## src/rtl/pipe_skid_stage.sv

```systemverilog
// Elastic pipeline stage: valid/ready handshake, 2-entry skid buffer, flush-to-bubble.
// Optional perf counters (stall_cnt, bubble_cnt) when PIPE_SKID_STAGE_PERF_EN is defined.
module pipe_skid_stage #(
    parameter int unsigned           WIDTH  = 41,
    parameter logic [WIDTH-1:0]      BUBBLE = 41'h0_0000_0013
) (
    input  logic             clk,
    input  logic             rst_n,
    input  logic             in_valid,
    output logic             in_ready,
    input  logic [WIDTH-1:0] in_data,
    output logic             out_valid,
    input  logic             out_ready,
    output logic [WIDTH-1:0] out_data,
    input  logic             flush,
`ifdef PIPE_SKID_STAGE_PERF_EN
    output logic [31:0]      stall_cnt,
    output logic [31:0]      bubble_cnt,
`endif
    output logic [1:0]       occupancy
);

    // state | meaning
    // EMPTY | no beat held; main holds BUBBLE
    // ONE   | main holds the oldest beat, skid holds BUBBLE
    // FULL  | main holds the oldest beat, skid holds the next one
    typedef enum logic [1:0] {
        EMPTY = 2'd0,
        ONE   = 2'd1,
        FULL  = 2'd2
    } state_t;

    state_t           state_q;
    logic [WIDTH-1:0] main_q;
    logic [WIDTH-1:0] skid_q;
    logic             accept;
    logic             fire;

    // Handshake outputs decode registered state only, so no ready/valid ripple.
    assign in_ready  = (state_q != FULL);
    assign out_valid = (state_q != EMPTY);
    assign occupancy = state_q;
    assign out_data  = out_valid ? main_q : BUBBLE;

    assign accept = in_valid & in_ready;
    assign fire   = out_valid & out_ready;

    always_ff @(posedge clk or negedge rst_n) begin
        if (!rst_n) begin
            state_q <= EMPTY;
            main_q  <= BUBBLE;
            skid_q  <= BUBBLE;
        end else if (flush) begin
            state_q <= EMPTY;
            main_q  <= BUBBLE;
            skid_q  <= BUBBLE;
        end else begin
            case (state_q)
                EMPTY: begin
                    if (accept) begin
                        state_q <= ONE;
                        main_q  <= in_data;
                    end
                end
                ONE: begin
                    if (accept && !fire) begin
                        state_q <= FULL;
                        skid_q  <= in_data;
                    end else if (accept && fire) begin
                        main_q  <= in_data;
                    end else if (fire) begin
                        state_q <= EMPTY;
                        main_q  <= BUBBLE;
                    end
                end
                FULL: begin
                    if (fire) begin
                        state_q <= ONE;
                        main_q  <= skid_q;
                        skid_q  <= BUBBLE;
                    end
                end
                default: begin
                    state_q <= EMPTY;
                    main_q  <= BUBBLE;
                    skid_q  <= BUBBLE;
                end
            endcase
        end
    end

`ifdef PIPE_SKID_STAGE_PERF_EN
    // flush while upstream is blocked is a debug clear pattern, not a real event.
    logic perf_clr;
    assign perf_clr = flush & in_valid & ~in_ready;

    always_ff @(posedge clk or negedge rst_n) begin
        if (!rst_n) begin
            stall_cnt  <= '0;
            bubble_cnt <= '0;
        end else if (perf_clr) begin
            stall_cnt  <= '0;
            bubble_cnt <= '0;
        end else begin
            if (out_valid && !out_ready && (stall_cnt != 32'hFFFF_FFFF))
                stall_cnt <= stall_cnt + 32'd1;
            if (!out_valid && !flush && (bubble_cnt != 32'hFFFF_FFFF))
                bubble_cnt <= bubble_cnt + 32'd1;
        end
    end
`endif

endmodule

```

## config.mk

```make
export PLATFORM = sky130hd
export DESIGN_NAME = pipe_skid_stage
export DESIGN_NICKNAME = d
export VERILOG_FILES = /design/src/rtl/pipe_skid_stage.sv
export SDC_FILE = /design/constraint.sdc
export NUM_CORES = 1
export LEC_CHECK = 0
export ABC_AREA = 1
export CAP_MARGIN = 20
export CORE_UTILIZATION = 35
export CTS_CLUSTER_SIZE = 8
export DETAILED_ROUTE_END_ITERATION = 10
export GPL_TIMING_DRIVEN = 0
export SETUP_SLACK_MARGIN = 0.05
export SLEW_MARGIN = 10
export SYNTH_ARGS = -nofsm -noshare
export SYNTH_HDL_FRONTEND = slang
export SYNTH_SLANG_ARGS = --single-unit
```

## constraint.sdc

```tcl
create_clock -name clk -period 1.5 [get_ports clk]
set_input_delay 0.3 -clock clk [delete_from_list [all_inputs] [get_ports clk]]
set_output_delay 0.3 -clock clk [all_outputs]
set_load 0.01 [all_outputs]
```

# Word-level counts from Yosys, hierarchy flattened

Index checks and enable logic that the tools add are counted.

Register bits: 84
Input bits: 46
Output and inout port bits: 45
Logic and storage cells: 42

Equality and inequality tests: 11
Multiplexer cells: 18
Bitwise gates (word level): 2
Reductions and logical operators: 8

Operator list:

| kind               | count |
|---|---|
| $mux 41            | 9 |
| $pmux 41 s3        | 2 |
| $mux 2             | 6 |
| $ne 3x3->1 const B | 4 |
| $ne 4x4->1 const B | 3 |
| $reduce_and 4->1   | 2 |
| $pmux 2 s3         | 1 |
| $ne 2x2->1 const B | 2 |
| $reduce_and 3->1   | 1 |
| $and 1x1->1        | 2 |
| $eq 2x1->1 const B | 1 |
| $eq 2x2->1 const B | 1 |
| $logic_and 1x1->1  | 2 |
| $logic_not 2->1    | 1 |
| $reduce_bool 2->1  | 1 |
| $logic_not 1->1    | 1 |

# Depth between registers and ports, before layout

Gate-level depths: netlist of run 1.

Depth in word-level cells: 7
Mapped depth: 10
Depth with buffers taken out: 8

# Worst setup path after synthesis of run 1

Ideal clock, no wire load.

Kind: register -> output
Start: register state_q[1], in the netlist occupancy[1]
End: output out_data[20]
Data arrival time: 1.440 ns
Data required time: 1.200 ns
Setup slack: -0.240 ns
Stages on the path, launching flop included: 6
Path buffers: 3
Path through: dfrtp_1 > buf_4 > nor2_4 > clkbuf_1 > buf_1 > nor2_1

Longest elaborated chain between the ends: 2

RTL lines:

| what                   | RTL line | source |
|---|---|---|
| start, declared        | 33       | `state_t state_q;` |
| start signal, assigned | 50       | `state_q <= EMPTY;` |
| start signal, assigned | 54       | `state_q <= EMPTY;` |
| start signal, assigned | 61       | `state_q <= ONE;` |
| $reduce_bool 2->1      | 41       | `assign out_valid = (state_q != EMPTY);` |
| $mux 41                | 43       | `assign out_data = out_valid ? main_q : BUBBLE;` |
| end, declared          | 14       | `output logic [WIDTH-1:0] out_data,` |

Every way passes these cells.

# Final worst setup path of run 1

Start: register state_q[1], in the netlist occupancy[1]
End: output out_data[34]

Same word-level chain as after synthesis.

==> flow_metrics.py, run 1 <==
metrics = {
    "run_status": {
        "status": "finished with violations",
        "violations": "design-rule violations, negative setup slack",
    },
    "timing": {
        "timing.hold.ws_ns": 0.4700,
        "hold_viol_final": 0,
        "period_share_pct": 130.1,
        "setup_viol": 127,
        "slew_headroom_pct": 52.15,
        "worst_pin_slew_ns": 0.7177,
        "fin_crit_ns": 1.952,
        "skew_ns": 0.007250,
        "finalWorstSetupSlack_ns": -0.4518,
        "rsz0062_at_grt": "yes",
        "maxSlewViolCount": 0,
        "fmax_mhz": 512.3,
    },
    "clock_network": {
        "clock-sinks": 84,
        "clockBufferDepth": 2,
        "cts_root_buf": "clkbuf_16",
        "htreeDepth": 3,
        "clkLatencyLatePin_ns": 0.36,
        "clk_pin_slew_worst_paths_ns": 0.07,
        "cts-buffers-inserted": 9,
        "cts_tree": "yes",
    },
    "die": {
        "core_um2": 14480,
        "die_h_um": 123.5,
        "start_util_pct": 35.68,
        "die_area_um2": 15250,
        "core.rowCount": 44,
        "die_width_um": 123.5,
        "io_pins": 91,
    },
    "detailed_routing": {
        "via_count": 6032,
        "wirelength_mm": 19.88,
        "wl_per_cell_um": 16.83,
        "drc_errors": 1,
        "drt-initial-drc-count": 568,
        "ant_nets": 0,
        "routed_via_density": 5.108,
        "firstDrtPassIters": 8,
    },
    "synthesis": {
        "syn_avg_cell_area_um2": 6.331,
        "synth_edf_count": 0,
        "syn_area_um2": 5166,
        "yosys-top-cells-count": "296 x nand2_1, 118 x inv_1, 103 x nand3_1",
        "synth_top_cell_area_share_pct": 37.78,
        "synth_cell_types": 20,
        "async_flop_share_pct": 100.0,
        "synth.most_common_cell": "nand2_1",
        "netlist_instances": 816,
        "netlist_top_cells_area": "dfrtp_1 38%, nand2_1 22%, nand3_1 10%",
        "yosys_warnings": 0,
        "ys_ff_latch": 84,
        "synth_nets": 862,
        "yosys.area.top_type": "dfrtp_1",
        "synth_flop_cell": "dfrtp_1",
        "seq_area_frac_synth_pct": 40.83,
    },
    "global_routing": {
        "grtUsageTotal_pct": 25.34,
        "grt_pass1_vias": 5543,
        "grt_max_degree": 44,
        "antenna_found_initial": 0,
        "grt_pass1_wl_mm": 28.90,
        "overflow": 0,
    },
    "power_and_ir_drop": {
        "max-vdd-ir-drop_mv": 0.7380,
        "pwr-share-comb_pct": 40.0,
        "p_switching_uw": 3121,
        "seq_power_share_pct": 30.4,
        "pwr-share-clk_pct": 29.6,
        "leakagePower_uw": 0.004620,
        "p_per_area_nw_per_um2": 979.1,
        "internal_power_uw": 5790,
        "swShare_pct": 35.02,
    },
    "critical_path": {
        "cp_max_fo": 6,
        "setup.worst_path.end_class": "primary output",
        "start_kind": "register",
        "worstPathRequired_ns": 1.20,
        "critPathArrivalTime_ns": 1.65,
        "critPathKind": "reg -> out",
    },
    "final_layout": {
        "fin_util_pct": 62.86,
        "drive_above_1_share_pct": 43.63,
        "diodes": 0,
        "layout.nets": 1038,
        "area_growth_pct": 76.17,
    },
    "placement": {
        "dp_hpwl_mm": 11.22,
        "place_congestion": 0.7885,
        "pre_cts_ws_ns": -0.7781,
        "port_buffers": 90,
    },
    "worst_hold_path": {
        "min_path_type": "reg -> reg",
    },
    "run": {
        "maxCapViolCount": 0,
    },
}
-- cell families after synthesis --
logic type	share of synthesized area, %
DFF	40.83
and+or+nand+nor	42.16
buffers and inverters	13.73
AOI/OAI and AO/OA	3.270
-- per-layer routing --
layer	up-vias	share of wire [%]	global-route usage [%]
li1	2841	-	-
met1	2903	42	34.06
met2	246	49	39.53
met3	42	6.7	5.627
met4	0	2.3	9.789
met5	-	0	0
-- critical path, cell delays in order, from the launching register on --
cell	delay (ns)
dfrtp_1	0.40
buf_6	0.13
nor2_4	0.19
buf_8	0.15
clkbuf_16	0.16
buf_8	0.11
nor2_4	0.03
buf_6	0.11
-- stage by stage --
step / total power [µW] / TNS, ns / cells / instance area [µm²]
CTS: 8436 / -38.40 / 1188 / 8452
floorplan: 3930 / -1.128 / 816 / 5345
global route: 9240 / -45.20 / 1181 / 9101
finish: 8911 / -39.82 / 1181 / 9101
global placement: 4717 / -332.70 / 1090 / 6476
detailed placement: 4728 / -76.55 / 1091 / 6501
-- cells in the final DEF (no fill, tap or decap), types with 28 or more instances in the layout --
cell type	instances
nand2_1	170
inv_1	115
nand2_2	90
dfrtp_1	77
buf_6	63
nor2_1	51
nand3_2	46
nand3_1	46
clkdlybuf4s50_1	43
nand2_4	35
nor2_4	29
buf_4	28
-- path summary, 6_finish.rpt --
check	from	endpoint	slack, ns	cells after the start
setup / recovery	occupancy[1]$_DFFE_PN0P_	out_data[34]	-0.45	7
hold / removal	skid_q[0]$_DFFE_PN1P_	skid_q[0]$_DFFE_PN1P_	0.47	2
setup reg to reg	occupancy[1]$_DFFE_PN0P_	skid_q[39]$_DFFE_PN0P_	-0.38	13
hold reg to reg	skid_q[0]$_DFFE_PN1P_	skid_q[0]$_DFFE_PN1P_	0.47	2
max in group asynchronous	rst_n	skid_q[1]$_DFFE_PN1P_	0.32	3
min in group asynchronous	rst_n	main_q[15]$_DFFE_PN0P_	0.49	2
-- cell type report --
cell class,instances,area [µm²]
well taps,184,230.2
multi-input cells,558,3527
clock inverters,6,112.6
inverters,121,470.5
repair buffers,171,1896
flip-flops and latches,84,2111
clock buffers,10,229.0
fillers,1154,5378
plain buffers,47,525.5
-- repair_timing --
item	in CTS	in global routing
endpoints found under the hold margin	41	0
hold buffers	1	0
gates cloned	17	3
buffers inserted	64	11
gates resized for setup	439	223
setup endpoints to repair	129	128
pin swaps	51	77
-- power by group through the flow --
stage	registers (µW)	clock network (µW)	logic, µW
after floorplan	2680	0	1250
after global placement	2710	0	2010
after detailed placement	2710	0	2020
after CTS	2670	2640	3130
after global routing	2730	2730	3770
final	2710	2640	3570
-- state kept, by name, summed over array words and instances (netlist names) --
register,count
occupancy,2
skid_q,41
main_q,41
(Power assumes the default switching activity.)
==> run 2: changes to the inputs <==
REMOVE_ABC_BUFFERS = 1   (was default)
==> flow_metrics.py, run 2 (synthesis gave the netlist of run 1 again) <==
metrics = {
    "clock_network": {
        "cts_root_buf": "clkbuf_16",
        "clk_pin_slew_worst_paths_ns": 0.07,
        "htreeDepth": 3,
        "clock-sinks": 84,
        "cts_tree": "yes",
        "clkLatencyLatePin_ns": 0.35,
        "cts-buffers-inserted": 9,
        "clockBufferDepth": 2,
    },
    "placement": {
        "port_buffers": 90,
        "pre_cts_ws_ns": -1.501,
        "place_congestion": 0.7272,
        "place_area_um2": 6380,
        "dp_hpwl_mm": 8.764,
    },
    "timing": {
        "timing.hold.ws_ns": 0.4691,
        "period_share_pct": 133.4,
        "finalWorstSetupSlack_ns": -0.5010,
        "setup_tns_ns": -50.27,
        "slew_headroom_pct": 56.55,
        "fin_crit_ns": 2.001,
        "setup_viol": 128,
        "fmax_mhz": 499.8,
        "maxSlewViolCount": 0,
        "worst_pin_slew_ns": 0.6517,
        "hold_viol_final": 0,
        "skew_ns": 0.01023,
        "rsz0062_at_grt": "yes",
    },
    "die": {
        "start_util_pct": 35.68,
        "core.rowCount": 44,
        "die_h_um": 123.5,
        "die_width_um": 123.5,
        "io_pins": 91,
        "die_area_um2": 15250,
        "core_um2": 14480,
    },
    "critical_path": {
        "critPathArrivalTime_ns": 1.70,
        "setup.worst_path.end_class": "primary output",
        "cpPeakStageDelay_ns": 0.45,
        "start_kind": "register",
        "slowest_stage": "dfrtp_2",
        "cp_max_fo": 4,
        "critPathKind": "reg -> out",
        "crit_path_frequent_cell": "buf_6",
        "cp_cell_sequence": "nor2_4 > clkbuf_16 > buf_16 > clkinvlp_4 > buf_6 > nand2_4 > buf_6",
        "worstPathRequired_ns": 1.20,
    },
    "final_layout": {
        "multi_input_area_um2": 3387,
        "regArea_um2": 2112,
        "area_growth_pct": 78.28,
        "final_common_cell": "nand2_1",
        "layout_common_cells": "192 x nand2_1, 112 x inv_1, 76 x dfrtp_1, 67 x nand2_2, 57 x nor2_1",
        "layout.cell_area.non_filler_um2": 9210,
        "layout.nets": 1043,
        "nFillCells": 1217,
        "drive_above_1_share_pct": 40.26,
        "diodes": 0,
    },
    "run_status": {
        "violations": "negative setup slack",
        "status": "finished with violations",
    },
    "detailed_routing": {
        "via_count": 6164,
        "drc_errors": 0,
        "drt-initial-drc-count": 520,
        "wirelength_mm": 21.99,
        "ant_nets": 0,
        "routed_via_density": 5.202,
        "firstDrtPassIters": 6,
        "wl_per_cell_um": 18.55,
    },
    "run": {
        "maxCapViolCount": 0,
    },
    "power_and_ir_drop": {
        "p_per_area_nw_per_um2": 961.0,
        "power_uw": 8851,
        "leakagePower_uw": 0.004733,
        "max-vdd-ir-drop_mv": 0.5808,
    },
    "global_routing": {
        "grt_pass1_vias": 5707,
        "grt_pass1_wl_mm": 31.63,
        "grt_max_degree": 46,
        "grtUsageTotal_pct": 28.12,
        "overflow": 0,
        "antenna_found_initial": 0,
    },
    "worst_hold_path": {
        "min_path_type": "reg -> reg",
    },
}
run 2: changes by cell type in the layout (fill, tap and decap cells not counted), moves of 10 or more:
cell and delta:
nand2_1 +22, nor3_2 -11, buf_12 +17, buf_4 +13
nand2_2 -23, o21ai_0 -13, nor3_1 +12, buf_6 -13
buf_8 -10
run 2: path summary, 6_finish.rpt:
path | from | endpoint | slack [ns] | depth (start not counted)
min | skid_q[4]$_DFFE_PN1P_ | skid_q[4]$_DFFE_PN1P_ | 0.47 | 2
max in group asynchronous | rst_n | main_q[0]$_DFFE_PN1P_ | 0.25 | 3
max | occupancy[0]$_DFFE_PN0P_ | out_data[4] | -0.50 | 7
min reg2reg | skid_q[4]$_DFFE_PN1P_ | skid_q[4]$_DFFE_PN1P_ | 0.47 | 2
max reg2reg | occupancy[0]$_DFFE_PN0P_ | skid_q[0]$_DFFE_PN1P_ | -0.50 | 14
min in group asynchronous | rst_n | main_q[7]$_DFFE_PN0P_ | 0.53 | 2
run 2: metal layers:
metal / GRT usage (%) / vias up / share of wire (%)
met4: 12.05 / 0 / 4.2
met5: 0 / - / 0
li1: - / 2854 / -
met2: 45.11 / 279 / 47
met3: 5.443 / 76 / 7.6
met1: 36.79 / 2955 / 41
run 2: what timing repair did:
item / in CTS / in global routing
hold endpoints to repair: 19 / 0
pin swaps: 14 / 70
hold buffers: 1 / 0
gates resized for setup: 265 / 301
cloned: 27 / 4
setup endpoints to repair: 129 / 128
buffers inserted: 78 / 26
run 2: cell type report:
cell class | instances | share of cell area [%]
clock buffer | 13 | 2.717
clock inverter | 2 | 0.3804
inverter | 121 | 5.190
multi-input combinational | 563 | 36.77
sequential | 84 | 22.93
tap | 184 | 2.500
timing repair buffer | 217 | 29.43
timing repair inverter | 1 | 0.08151
run 2: report_power, final:
| group | leakage (µW) | internal [µW] | total [µW] | switching, µW |
|---|---|---|---|---|
| combinational | 0.00348 | 1810 | 3840 | 2040 |
| clock | 0.000140 | 1330 | 2300 | 975 |
| sequential | 0.00111 | 2540 | 2700 | 165 |
| total | 0.00473 | 5680 | 8850 | 3180 |
run 2: metrics by stage:
step	util, %	cells
2_1_floorplan	-	763
3_3_place_gp	41.73	1037
3_5_place_dp	44.06	1052
4_1_cts	57.55	1173
5_1_grt	63.61	1185
6_report	63.61	1185
run 2: critical path: cells and delay by family, from the launching register on:
family	cells	cell delay, ns
flops	1	0.45
buf+inv	5	0.68
simple gates	2	0.21
==> run 3: changes to the inputs <==
CTS_CLUSTER_DIAMETER = 80   (was default)
==> results of run 3 <==
The final DEF is identical to that of run 2; final timing and power are the same.
